$ cat src/rtl/regfile_wb_arbiter_pkg.sv
// Shared constants for the regfile writeback arbiter: register-file geometry,
// default sizing and the fixed writeback source indices.
package regfile_wb_arbiter_pkg;

    localparam int unsigned REG_ADDR_W    = 5;
    localparam int unsigned NUM_ARCH_REGS = 32;
    localparam logic [REG_ADDR_W-1:0] ZERO_REG = 5'd0;

    localparam int unsigned DEFAULT_WIDTH   = 32;
    localparam int unsigned DEFAULT_NUM_REQ = 4;

    localparam int unsigned WB_ALU    = 0;
    localparam int unsigned WB_MUL    = 1;
    localparam int unsigned WB_LSU    = 2;
    localparam int unsigned WB_COMMIT = 3;

endpackage

$ cat src/rtl/regfile_wb_arbiter_if.sv
// Writeback request bus plus the registered regfile write port.
// The master side is the set of writeback sources; the slave side is the arbiter.
interface regfile_wb_arbiter_if
    import regfile_wb_arbiter_pkg::*;
#(
    parameter int unsigned WIDTH   = DEFAULT_WIDTH,
    parameter int unsigned NUM_REQ = DEFAULT_NUM_REQ,
    parameter int unsigned GRANT_W = $clog2(NUM_REQ)
);

    logic [NUM_REQ-1:0]            req_valid;
    logic [REG_ADDR_W*NUM_REQ-1:0] req_addr;
    logic [WIDTH*NUM_REQ-1:0]      req_data;
    logic [NUM_REQ-1:0]            req_ready;
    logic                          hold;

    logic                  rf_w_en;
    logic [REG_ADDR_W-1:0] rf_rd_addr;
    logic [WIDTH-1:0]      rf_w_data;
    logic [GRANT_W-1:0]    grant_id;
    logic                  conflict;

    modport master (
        output req_valid, req_addr, req_data, hold,
        input  req_ready, rf_w_en, rf_rd_addr, rf_w_data, grant_id, conflict
    );

    modport slave (
        input  req_valid, req_addr, req_data, hold,
        output req_ready, rf_w_en, rf_rd_addr, rf_w_data, grant_id, conflict
    );

endinterface

$ cat src/rtl/regfile_wb_arbiter_rr_arbiter.sv
// Generic combinational round-robin picker: first set request at or after ptr,
// wrapping modulo NUM_REQ. Reusable wherever a single winner per cycle is needed.
module rr_arbiter #(
    parameter int unsigned NUM_REQ = 4,
    parameter int unsigned IDX_W   = $clog2(NUM_REQ)
) (
    input  logic [NUM_REQ-1:0] req_i,
    input  logic [IDX_W-1:0]   ptr_i,
    input  logic               en_i,
    output logic [NUM_REQ-1:0] gnt_o,
    output logic [IDX_W-1:0]   idx_o,
    output logic               valid_o
);

    int unsigned      cand;
    logic [IDX_W-1:0] cand_idx;

    always_comb begin
        gnt_o    = '0;
        idx_o    = '0;
        valid_o  = 1'b0;
        cand     = 0;
        cand_idx = '0;
        if (en_i) begin
            for (int unsigned k = 0; k < NUM_REQ; k++) begin
                cand = 32'(ptr_i) + k;
                if (cand >= NUM_REQ) begin
                    cand = cand - NUM_REQ;
                end
                cand_idx = IDX_W'(cand);
                if (!valid_o && req_i[cand_idx]) begin
                    valid_o         = 1'b1;
                    gnt_o[cand_idx] = 1'b1;
                    idx_o           = cand_idx;
                end
            end
        end
    end

endmodule

$ cat src/rtl/regfile_wb_arbiter.sv
// Round-robin arbiter sharing the regfile's single write port among the
// writeback sources; the winning write reaches the regfile one cycle later.
module regfile_wb_arbiter
    import regfile_wb_arbiter_pkg::*;
#(
    parameter int unsigned WIDTH   = DEFAULT_WIDTH,
    parameter int unsigned NUM_REQ = DEFAULT_NUM_REQ,
    parameter int unsigned GRANT_W = $clog2(NUM_REQ)
) (
    input  logic               clk,
    input  logic               reset,
    regfile_wb_arbiter_if.slave bus
);

    logic [NUM_REQ-1:0] gnt;
    logic [GRANT_W-1:0] win_idx;
    logic               win_valid;

    logic [REG_ADDR_W-1:0] win_addr;
    logic [WIDTH-1:0]      win_data;
    logic                  clash;

    logic [GRANT_W-1:0]    ptr_q,        ptr_d;
    logic                  rf_w_en_q,    rf_w_en_d;
    logic [REG_ADDR_W-1:0] rf_rd_addr_q, rf_rd_addr_d;
    logic [WIDTH-1:0]      rf_w_data_q,  rf_w_data_d;
    logic [GRANT_W-1:0]    grant_id_q,   grant_id_d;
    logic                  conflict_q,   conflict_d;

    rr_arbiter #(
        .NUM_REQ (NUM_REQ),
        .IDX_W   (GRANT_W)
    ) u_rr (
        .req_i   (bus.req_valid),
        .ptr_i   (ptr_q),
        .en_i    (!bus.hold && !reset),
        .gnt_o   (gnt),
        .idx_o   (win_idx),
        .valid_o (win_valid)
    );

    assign bus.req_ready = gnt;

    // Winner payload is muxed by the one-hot grant, then compared against losers.
    always_comb begin
        win_addr = '0;
        win_data = '0;
        clash    = 1'b0;
        for (int unsigned i = 0; i < NUM_REQ; i++) begin
            if (gnt[i]) begin
                win_addr = bus.req_addr[i*REG_ADDR_W +: REG_ADDR_W];
                win_data = bus.req_data[i*WIDTH +: WIDTH];
            end
        end
        for (int unsigned i = 0; i < NUM_REQ; i++) begin
            if (!gnt[i] && bus.req_valid[i] &&
                bus.req_addr[i*REG_ADDR_W +: REG_ADDR_W] == win_addr &&
                win_addr != ZERO_REG) begin
                clash = 1'b1;
            end
        end
    end

    always_comb begin
        ptr_d        = ptr_q;
        rf_w_en_d    = 1'b0;
        rf_rd_addr_d = rf_rd_addr_q;
        rf_w_data_d  = rf_w_data_q;
        grant_id_d   = grant_id_q;
        conflict_d   = 1'b0;
        if (win_valid) begin
            ptr_d        = (32'(win_idx) == NUM_REQ - 1) ? '0 : win_idx + GRANT_W'(1);
            rf_w_en_d    = (win_addr != ZERO_REG);
            rf_rd_addr_d = win_addr;
            rf_w_data_d  = win_data;
            grant_id_d   = win_idx;
            conflict_d   = clash;
        end
    end

    always_ff @(posedge clk) begin
        if (reset) begin
            ptr_q        <= '0;
            rf_w_en_q    <= 1'b0;
            rf_rd_addr_q <= '0;
            rf_w_data_q  <= '0;
            grant_id_q   <= '0;
            conflict_q   <= 1'b0;
        end else begin
            ptr_q        <= ptr_d;
            rf_w_en_q    <= rf_w_en_d;
            rf_rd_addr_q <= rf_rd_addr_d;
            rf_w_data_q  <= rf_w_data_d;
            grant_id_q   <= grant_id_d;
            conflict_q   <= conflict_d;
        end
    end

    assign bus.rf_w_en    = rf_w_en_q;
    assign bus.rf_rd_addr = rf_rd_addr_q;
    assign bus.rf_w_data  = rf_w_data_q;
    assign bus.grant_id   = grant_id_q;
    assign bus.conflict   = conflict_q;

endmodule

$ cat src/flat_wrapper.sv
// flat-port wrapper written by rule: the top's interface ports become plain ports
module regfile_wb_arbiter_flat import regfile_wb_arbiter_pkg::*;
#(
    parameter int unsigned WIDTH   = DEFAULT_WIDTH,
    parameter int unsigned NUM_REQ = DEFAULT_NUM_REQ,
    parameter int unsigned GRANT_W = $clog2(NUM_REQ)
)
  (clk, reset, bus_req_valid, bus_req_addr, bus_req_data, bus_hold, bus_req_ready, bus_rf_w_en, bus_rf_rd_addr, bus_rf_w_data, bus_grant_id, bus_conflict);
  regfile_wb_arbiter_if #(.WIDTH(WIDTH), .NUM_REQ(NUM_REQ), .GRANT_W(GRANT_W)) bus_i ();
  input  logic clk;
  input  logic reset;
  input wire logic [$bits(bus_i.req_valid)-1:0] bus_req_valid;
  input wire logic [$bits(bus_i.req_addr)-1:0] bus_req_addr;
  input wire logic [$bits(bus_i.req_data)-1:0] bus_req_data;
  input wire logic [$bits(bus_i.hold)-1:0] bus_hold;
  output wire logic [$bits(bus_i.req_ready)-1:0] bus_req_ready;
  output wire logic [$bits(bus_i.rf_w_en)-1:0] bus_rf_w_en;
  output wire logic [$bits(bus_i.rf_rd_addr)-1:0] bus_rf_rd_addr;
  output wire logic [$bits(bus_i.rf_w_data)-1:0] bus_rf_w_data;
  output wire logic [$bits(bus_i.grant_id)-1:0] bus_grant_id;
  output wire logic [$bits(bus_i.conflict)-1:0] bus_conflict;
  assign bus_i.req_valid = bus_req_valid;
  assign bus_i.req_addr = bus_req_addr;
  assign bus_i.req_data = bus_req_data;
  assign bus_i.hold = bus_hold;
  assign bus_req_ready = bus_i.req_ready;
  assign bus_rf_w_en = bus_i.rf_w_en;
  assign bus_rf_rd_addr = bus_i.rf_rd_addr;
  assign bus_rf_w_data = bus_i.rf_w_data;
  assign bus_grant_id = bus_i.grant_id;
  assign bus_conflict = bus_i.conflict;
  regfile_wb_arbiter #(.WIDTH(WIDTH), .NUM_REQ(NUM_REQ), .GRANT_W(GRANT_W)) u_core (.clk(clk), .reset(reset), .bus(bus_i));
endmodule
$ cat config.mk
export PLATFORM = sky130hd
export DESIGN_NAME = regfile_wb_arbiter_flat
export DESIGN_NICKNAME = d
export VERILOG_FILES = /design/src/rtl/regfile_wb_arbiter_pkg.sv /design/src/rtl/regfile_wb_arbiter_if.sv /design/src/rtl/regfile_wb_arbiter_rr_arbiter.sv /design/src/rtl/regfile_wb_arbiter.sv /design/src/flat_wrapper.sv
export SDC_FILE = /design/constraint.sdc
export NUM_CORES = 1
export LEC_CHECK = 0
export BUFFER_PORTS_ARGS = -buffer_cell sky130_fd_sc_hd__buf_2
export CAP_MARGIN = 10
export CORE_MARGIN = 3
export CORE_UTILIZATION = 48
export DETAILED_ROUTE_END_ITERATION = 10
export PLACE_DENSITY_LB_ADDON = 0.15
export SYNTH_ARGS = -nofsm -noshare
export SYNTH_HDL_FRONTEND = slang
export SYNTH_SLANG_ARGS = --single-unit
export TNS_END_PERCENT = 5
$ cat constraint.sdc
create_clock -name clk -period 6.6 [get_ports clk]
set_input_delay 0.99 -clock clk [delete_from_list [all_inputs] [get_ports clk]]
set_output_delay 0.99 -clock clk [all_outputs]
set_load 0.02 [all_outputs]
==> summary.md, run 1 <==
| Metric | Value |
|---|---|
| P&R area growth vs syn | 32.4% |
| Post-DP HPWL | between 9000 and 10000 microns |
| Synth area leader | dfxtp_1 |
| Actual slew at the worst max-slew pin | ~1.2 ns |
| Die Span X | ~90 microns |
| Antenna diodes | 0 |
| Ys async rst share | 0% |
| Remaining DRCs | 0 |
| Hold WC Path Type | reg -> reg |
| Setup TNS | 0 ns |
| Remaining antenna violation count | 0 |
| Register Area | 861 sq um |
| H-tree depth | 2 |
| Vias in the first global route | a little under 4000 |
| RSZ-0062 raised after global routing | false |
| Status | finished, final reports clean |
| Synthesized area per cell | 7.52 sq um |
| Vias per cell | ~5.8 |
| Synth Area in Simple Gates | about a fifth |
| CTS Hold Bufs | 0 |
| Pwr Total | 0.950 mW |
| Row count | 29 |
| Die height | about 90 microns |
| Worst IR drop on VDD | 107 uV |
| Commonest non-fill, non-tap cell in the layout | buf_2 |
| Core area | roughly 0.0066 sq mm |
| CTS tree | built |
| RD Place Congestion | 0.952 |
| Placed Area | around 0.0043 sq mm |
| Hold_ws | 0.449 ns |
| Final instance area | 0.00447 sq mm |
| Max-cap violations | 0 |
| Final period utilization | 80.2% |
| Crit end category | output port |
| Root Driver | clkbuf_8 |
| Clock Path Buffers | 2 |
| 1st-iter DRT viols | ~230 |
| Place WS | 1.61 ns |
| Post-synthesis adder-cell area fraction | around 3.0% |
| Clock sinks | 43 |
| Post-CTS sizing | 0 |
| Grt ovf | 0 |
| Multi-input combinational cell area | 0.00228 sq mm |
| Final critical-path required period | around 5.3 ns |
| Mapped Area | approximately 0.0034 sq mm |
| CP arrival | approximately 4.3 ns |
| Placed Cells | 704 |
| Syn_nets | about 600 |
| Rel. slew slack | a little over a fifth |
| Final Hold Fails | 0 |
| Ports | 200 |
| Die Area | around 0.0081 sq mm |
| Fin cells | approximately 710 |
| Worst Path Required | about 5.6 ns |
| Post-synthesis instance total | roughly 450 |
| Final #Nets | about 780 |
| Synth area leaders | dfxtp_1, a221oi_1, nor2_1 |
| Setup bufs post-CTS | 0 |
| Fraction of layout cells with a size suffix above 1 | 37.9% |
| Skew-Pair Late Insertion Delay | around 0.29 ns |
| CP Class | reg -> out |
| Final Max Tran Viols | 0 |
| Skew final | about 0.0056 ns |
| Final WS setup | 1.31 ns |
| Mux cell area share after synthesis | under 10% |
| Largest net degree at the start of global routing | 50 |
| WHS Endpoint | u_core.bus.rf_w_data[28]$_SDFFE_PP0P_ |
| Compound-Gate Fraction of Synth Area | 35.1% |
| IO buf count | around 200 |
| Global-route wire length before repair | ~19000 microns |
| Crit Reg-Reg Endpoint | u_core.bus.conflict$_SDFF_PP0_ |
| Overall routing resource usage | between 20% and 30% |
| Utilization after layout | 68.1% |
| Top cell type's share of synthesized area | between 20% and 30% |
| R2R Setup Slk | about 1.6 ns |
| Routed length per instance | roughly 17 microns |
| Hold Path Origin | u_core.bus.rf_w_data[28]$_SDFFE_PP0P_ |
| Commonest non-fill, non-tap cells in the layout | buf_2, nor2_1, nand2_1, dfxtp_1, a221oi_1 |
| Max FO, Critical Path | between 40 and 50 |
| Synth Register Bits | 43 |
| Post-Synth XOR/XNOR Area | between 4 and 5% |
| Synth cell types | between 50 and 60 |
| Vias post-DR | around 4100 |
| Initial DRT Pass Iterations | 4 |
| CP startpoint kind | register |
| Initial antenna violation count | 0 |
| Clk slew on worst S/H paths | around 0.08 ns |
| Routed wire length | about 12000 microns |
| Reg-to-Reg Start | u_core.ptr_q[0]$_SDFFE_PP0P_ |
| Fmax | ~0.19 GHz |
| Starting Density | 51.4% |
| EDFF count, synth | 0 |
| Fillers | roughly 570 |
| Ys flop type | dfxtp_1 |
| Combinational family with the most area after synthesis | compound AO/OA/AOI/OAI gates |
| CTS Buf Count | 5 |
| Worst Reg2Reg Path Length in Cells | 13 |
| Static Leak | 2.14 nW |
| Post-synthesis sequential area ratio | between 20% and 30% |
| Worst Hold Path Cells | 2 |
| Final-report setup violation count | 0 |
| Syn. warnings | 0 |
| Pwr per Cell Area | 212 mW/mm^2 |
## registers in the layout (all words and copies together) (netlist names)
register	count
u_core.bus.conflict	1
u_core.bus.rf_w_data	32
u_core.bus.grant_id	2
u_core.ptr_q	2
u_core.bus.rf_rd_addr	5
u_core.bus.rf_w_en	1
## area by class of cell
| type | instances | area share (%) |
|---|---|---|
| clock inverters | 2 | 1.34 |
| flip-flops and latches | 43 | 19.3 |
| multi-input cells | 353 | 51.0 |
| repair buffers | 203 | 23.1 |
| inverters | 13 | 1.09 |
| well taps | 93 | 2.60 |
| clock buffers | 6 | 1.62 |
## power breakdown
group          switching [mW]  internal (mW)
logic                   0.232          0.158
clock network          0.0890          0.151
registers              0.0215          0.298
## layer usage
metal  share of wire (%)  up-vias  track usage [%]  routed length, microns
met3                 8.2       18             4.92                     984
met5                   0        -                0                       0
met1                  40     1892             36.0                    4830
met4                 1.4        0             6.25                     169
met2                  50      220             49.9                    6010
li1                    -     2001                -                       -
## worst max-delay path, cell delays in order (launching register included)
cell	delay, ns
dfxtp_1	0.80
inv_1	0.31
ha_1	0.61
mux4_2	0.43
or3b_1	0.39
a2bb2oi_1	0.28
o21ai_2	0.17
inv_2	0.68
buf_2	0.30
## cell families after synthesis
family                   after synthesis
AO/OA/AOI/OAI                        154
XOR/XNOR                              18
adder cells (fa/ha/maj)                8
buffers and inverters                 53
flip-flops                            43
multiplexers                          10
AND/OR/NAND/NOR                      163
## cells in the mapped netlist (7+ instances only)
library cell / n
ha_1: 8
o22ai_1: 30
xnor2_1: 11
inv_1: 11
o21ai_0: 7
clkbuf_1: 27
nand2_1: 45
nor2_1: 86
a21oi_1: 36
a221oi_1: 41
dfxtp_1: 43
xor2_1: 7
nor3_1: 8
## worst max-delay path by stage
stage / start / to / slack (ns) / cells past startpoint
after global placement: u_core.ptr_q[0]$_SDFFE_PP0P_ / u_core.bus.conflict$_SDFF_PP0_ / 1.82 / 13
after global routing: u_core.ptr_q[0]$_SDFFE_PP0P_ / bus_req_ready[3] / 0.98 / 8
after CTS: u_core.ptr_q[0]$_SDFFE_PP0P_ / bus_req_ready[3] / 1.35 / 8
after detailed placement: u_core.ptr_q[0]$_SDFFE_PP0P_ / u_core.bus.conflict$_SDFF_PP0_ / 1.61 / 13
final: u_core.ptr_q[0]$_SDFFE_PP0P_ / bus_req_ready[3] / 1.31 / 8
after floorplan: bus_req_valid[2] / bus_req_ready[3] / 2.23 / 9
(Power assumes the default switching activity.)
==> run 2: changes to the inputs <==
--- a/config.mk
+++ b/config.mk
@@ -8,7 +8,7 @@
 export BUFFER_PORTS_ARGS = -buffer_cell sky130_fd_sc_hd__buf_2
 export CAP_MARGIN = 10
 export CORE_MARGIN = 3
-export CORE_UTILIZATION = 48
+export CORE_UTILIZATION = 45
 export DETAILED_ROUTE_END_ITERATION = 10
 export PLACE_DENSITY_LB_ADDON = 0.15
 export SYNTH_ARGS = -nofsm -noshare
==> constraint.sdc (replaced) <==
create_clock -name clk -period 5 [get_ports clk]
set_input_delay 0.75 -clock clk [delete_from_list [all_inputs] [get_ports clk]]
set_output_delay 0.75 -clock clk [all_outputs]
set_load 0.02 [all_outputs]
==> run 2 against run 1 <==
Core utilization is 4.2 points lower. Clock skew grew 0.0044 ns. Wire length is 2.4% higher. Combinational power rose by 32%. Sequential cell count unchanged. Clock power up 38%. Register-to-register slack worse by 1.2 ns. Sequential power grew 31%. First-iteration DRC count fell by 2.2%. Non-clock buffer count rose by 2. Global-route usage shrank 1.5 points. Sequential share of layout area is essentially flat.
==> summary.md, run 2 (same netlist as run 1, synthesis figures left out) <==
| Metric | Value |
|---|---|
| Internal power | 0.802 mW (+32%) |
| Clk slew on worst S/H paths | 0.09 ns (about the same) |
| Rel. slew slack | 24.6% (+3.2 points) |
| Final instance area | 0.00448 sq mm (+0.25%) |
| CP Class | reg -> out |
| Crit Reg-Reg Endpoint | u_core.bus.conflict$_SDFF_PP0_ |
| Worst Path Required | 4.25 ns (-1.36 ns) |
| Die Area | 0.00858 sq mm (+6.2%) |
| Final #Nets | 784 (+0.26%) |
| Commonest non-fill, non-tap cell in the layout | buf_2 |
| Final critical-path required period | approximately 4.7 ns |
| Hold Path Origin | u_core.bus.rf_w_data[10]$_SDFFE_PP0P_ |
| RSZ-0062 raised after global routing | false |
| Fraction of layout cells with a size suffix above 1 | 38.1% (+0.20 points) |
| Row count | 30 (+3.4%) |
| Root Driver | clkbuf_8 |
| Global-route wire length before repair | 18400 microns (-4.7%) |
| Status | finished, final reports clean |
| Worst Reg2Reg Path Length in Cells | 13 (unchanged) |
| CTS Hold Bufs | 0 (unchanged) |
| Remaining DRCs | 0 (unchanged) |
| Crit end category | output port |
| Clock group share of total power | 26.1% (+0.8 points) |
| Max FO, Critical Path | 32 (-35%) |
| Final Hold Fails | 0 (unchanged) |
| Commonest non-fill, non-tap cells in the layout | buf_2, nor2_1, nand2_1, dfxtp_1, a221oi_1 |
| CP arrival | 3.96 ns (-0.34 ns) |
| Skew final | 0.0100 ns (+0.00440 ns) |
| Fillers | 660 (+15%) |
| H-tree depth | 2 (unchanged) |
| Overall routing resource usage | 26.7% (-1.5 points) |
| Core area | 0.00702 sq mm (+6.9%) |
| Pwr per Cell Area | 283 mW/mm^2 (+33%) |
| Hold WC Path Type | reg -> reg |
| Final period utilization | ~94% |
| Remaining antenna violation count | 0 (unchanged) |
| Switch share | 36.7% (+0.61 points) |
| Die height | 92.6 microns (+3.1%) |
| CTS tree | built |
| Static Leak | 2.15 nW (+0.41%) |
| Worst Hold Path Cells | 2 (unchanged) |
| Post-CTS sizing | 0 (unchanged) |
| Skew-Pair Late Insertion Delay | 0.31 ns (+0.02 ns) |
| Setup bufs post-CTS | 0 (unchanged) |
| RD Place Congestion | 0.946 (-0.72%) |
| Sw Pwr | 0.465 mW (+36%) |
| Final WS setup | 0.287 ns (-1.02 ns) |
| Grt ovf | 0 (unchanged) |
| Placed Area | 0.00435 sq mm (+0.61%) |
| Highest-delay cell along the critical path | dfxtp_1 |
| WHS Endpoint | u_core.bus.rf_w_data[10]$_SDFFE_PP0P_ |
| IO buf count | 199 (unchanged) |
| P&R area growth vs syn | 32.8% |
| Vias in the first global route | 3799 (-2.3%) |
| Worst IR drop on VDD | 110 uV (+2.9%) |
| Slowest stage delay, CP | 0.59 ns (-0.21 ns) |
| Starting Density | 48.1% (-3.3 points) |
| Reg-to-Reg Start | u_core.ptr_q[1]$_SDFFE_PP0P_ |
| Setup TNS | 0 ns (unchanged) |
| Antenna diodes | 0 (unchanged) |
| Fmax | about 0.21 GHz |
| 1st-iter DRT viols | 221 (-2.2%) |
| R2R Setup Slk | 0.39 ns (-1.16 ns) |
| Routed length per instance | 17.1 microns (+1.6%) |
| Max-cap violations | 0 (unchanged) |
| Initial antenna violation count | 0 (unchanged) |
| Initial DRT Pass Iterations | 4 (unchanged) |
| Clock Path Buffers | 2 (unchanged) |
| Clock sinks | 43 (unchanged) |
| Final-report setup violation count | 0 (unchanged) |
| Die Span X | 92.6 microns (+3.1%) |
| Post-DP HPWL | 9120 microns (+1.1%) |
| Crit path cell chain | inv_1 > ha_1 > mux4_2 > or3b_1 > a2bb2oi_1 > o21ai_2 > inv_2 > buf_4 > buf_2 |
| Ports | 200 (unchanged) |
| Actual slew at the worst max-slew pin | 1.13 ns (-0.0483 ns) |
| CP startpoint kind | register |
| Final Max Tran Viols | 0 (unchanged) |
| Routed wire length | 12300 microns (+2.4%) |
| CTS Buf Count | 5 (unchanged) |
| Largest net degree at the start of global routing | 41 (-18%) |
| Sequential power share | 33.0% (-0.6 points) |
| Place WS | 0.479 ns (-1.13 ns) |
| Comb pwr share | 40.9% (-0.2 points) |
| Max reg flops | 32 (unchanged) |
| Vias per cell | 5.75 (-0.70%) |
| Vias post-DR | 4131 (unchanged) |
run 2: cell count changes in the layout (fill, tap and decap cells not counted), sizes merged:
cell | before | now
buf | 203 | 205
run 2: stage by stage:
stage          util (%)  total power [mW]  hold WS [ns]  std cells
2_1_floorplan         -             0.765         0.530        449
5_1_grt            63.9              1.34         0.474        718
6_report           63.9              1.27         0.453        718
3_3_place_gp       62.0             0.935         0.431        710
4_1_cts            63.9              1.27         0.454        718
3_5_place_dp       62.0             0.940         0.438        710
run 2: worst max-delay path by stage:
stage	startpoint	end	depth (start not counted)	slack, ns
after floorplan	u_core.ptr_q[0]$_SDFFE_PP0P_	bus_req_ready[3]	12	1.05
after global placement	u_core.ptr_q[1]$_SDFFE_PP0P_	u_core.bus.conflict$_SDFF_PP0_	13	0.64
after detailed placement	u_core.ptr_q[1]$_SDFFE_PP0P_	u_core.bus.conflict$_SDFF_PP0_	13	0.48
after CTS	u_core.ptr_q[1]$_SDFFE_PP0P_	bus_req_ready[3]	9	0.32
after global routing	u_core.ptr_q[1]$_SDFFE_PP0P_	bus_req_ready[3]	9	0.09
final	u_core.ptr_q[1]$_SDFFE_PP0P_	bus_req_ready[3]	9	0.29
run 2: final cells by class:
| cell class | instances | area (sq um) | share of cell area [%] |
|---|---|---|---|
| Clock buffer | 6 | 72.6 | 1.62 |
| Clock inverter | 2 | 60.1 | 1.34 |
| Inverter | 13 | 48.8 | 1.09 |
| Multi-Input combinational cell | 353 | 2280 | 50.8 |
| Sequential cell | 43 | 861 | 19.2 |
| Tap cell | 96 | 120 | 2.68 |
| Timing Repair Buffer | 205 | 1040 | 23.2 |
run 2: routing by layer:
metal  vias up  GRT usage (%)  wire length [microns]  part of all wire, %
li1       2000              -                      -                    -
met1      1894           32.0                   4700                   38
met2       213           47.7                   6070                   49
met3        24           5.20                   1200                  9.8
met4         0           8.67                    311                  2.5
met5         -              0                      0                    0
run 2: worst max-delay path: cells and delay by family (launching register included):
family                   cells  cell delay [ns]
flip-flops                   1             0.59
multiplexers                 1             0.43
AND/OR/NAND/NOR              1             0.38
AO/OA/AOI/OAI                2             0.46
buffers and inverters        4             1.24
adder cells (fa/ha/maj)      1             0.54
run 2: power by group through the flow:
stage / clock (mW) / sequential [mW] / combinational, mW
3_5_place_dp: 0 / 0.425 / 0.515
5_1_grt: 0.347 / 0.424 / 0.565
4_1_cts: 0.333 / 0.417 / 0.517
6_report: 0.331 / 0.418 / 0.518
2_1_floorplan: 0 / 0.485 / 0.280
3_3_place_gp: 0 / 0.424 / 0.511
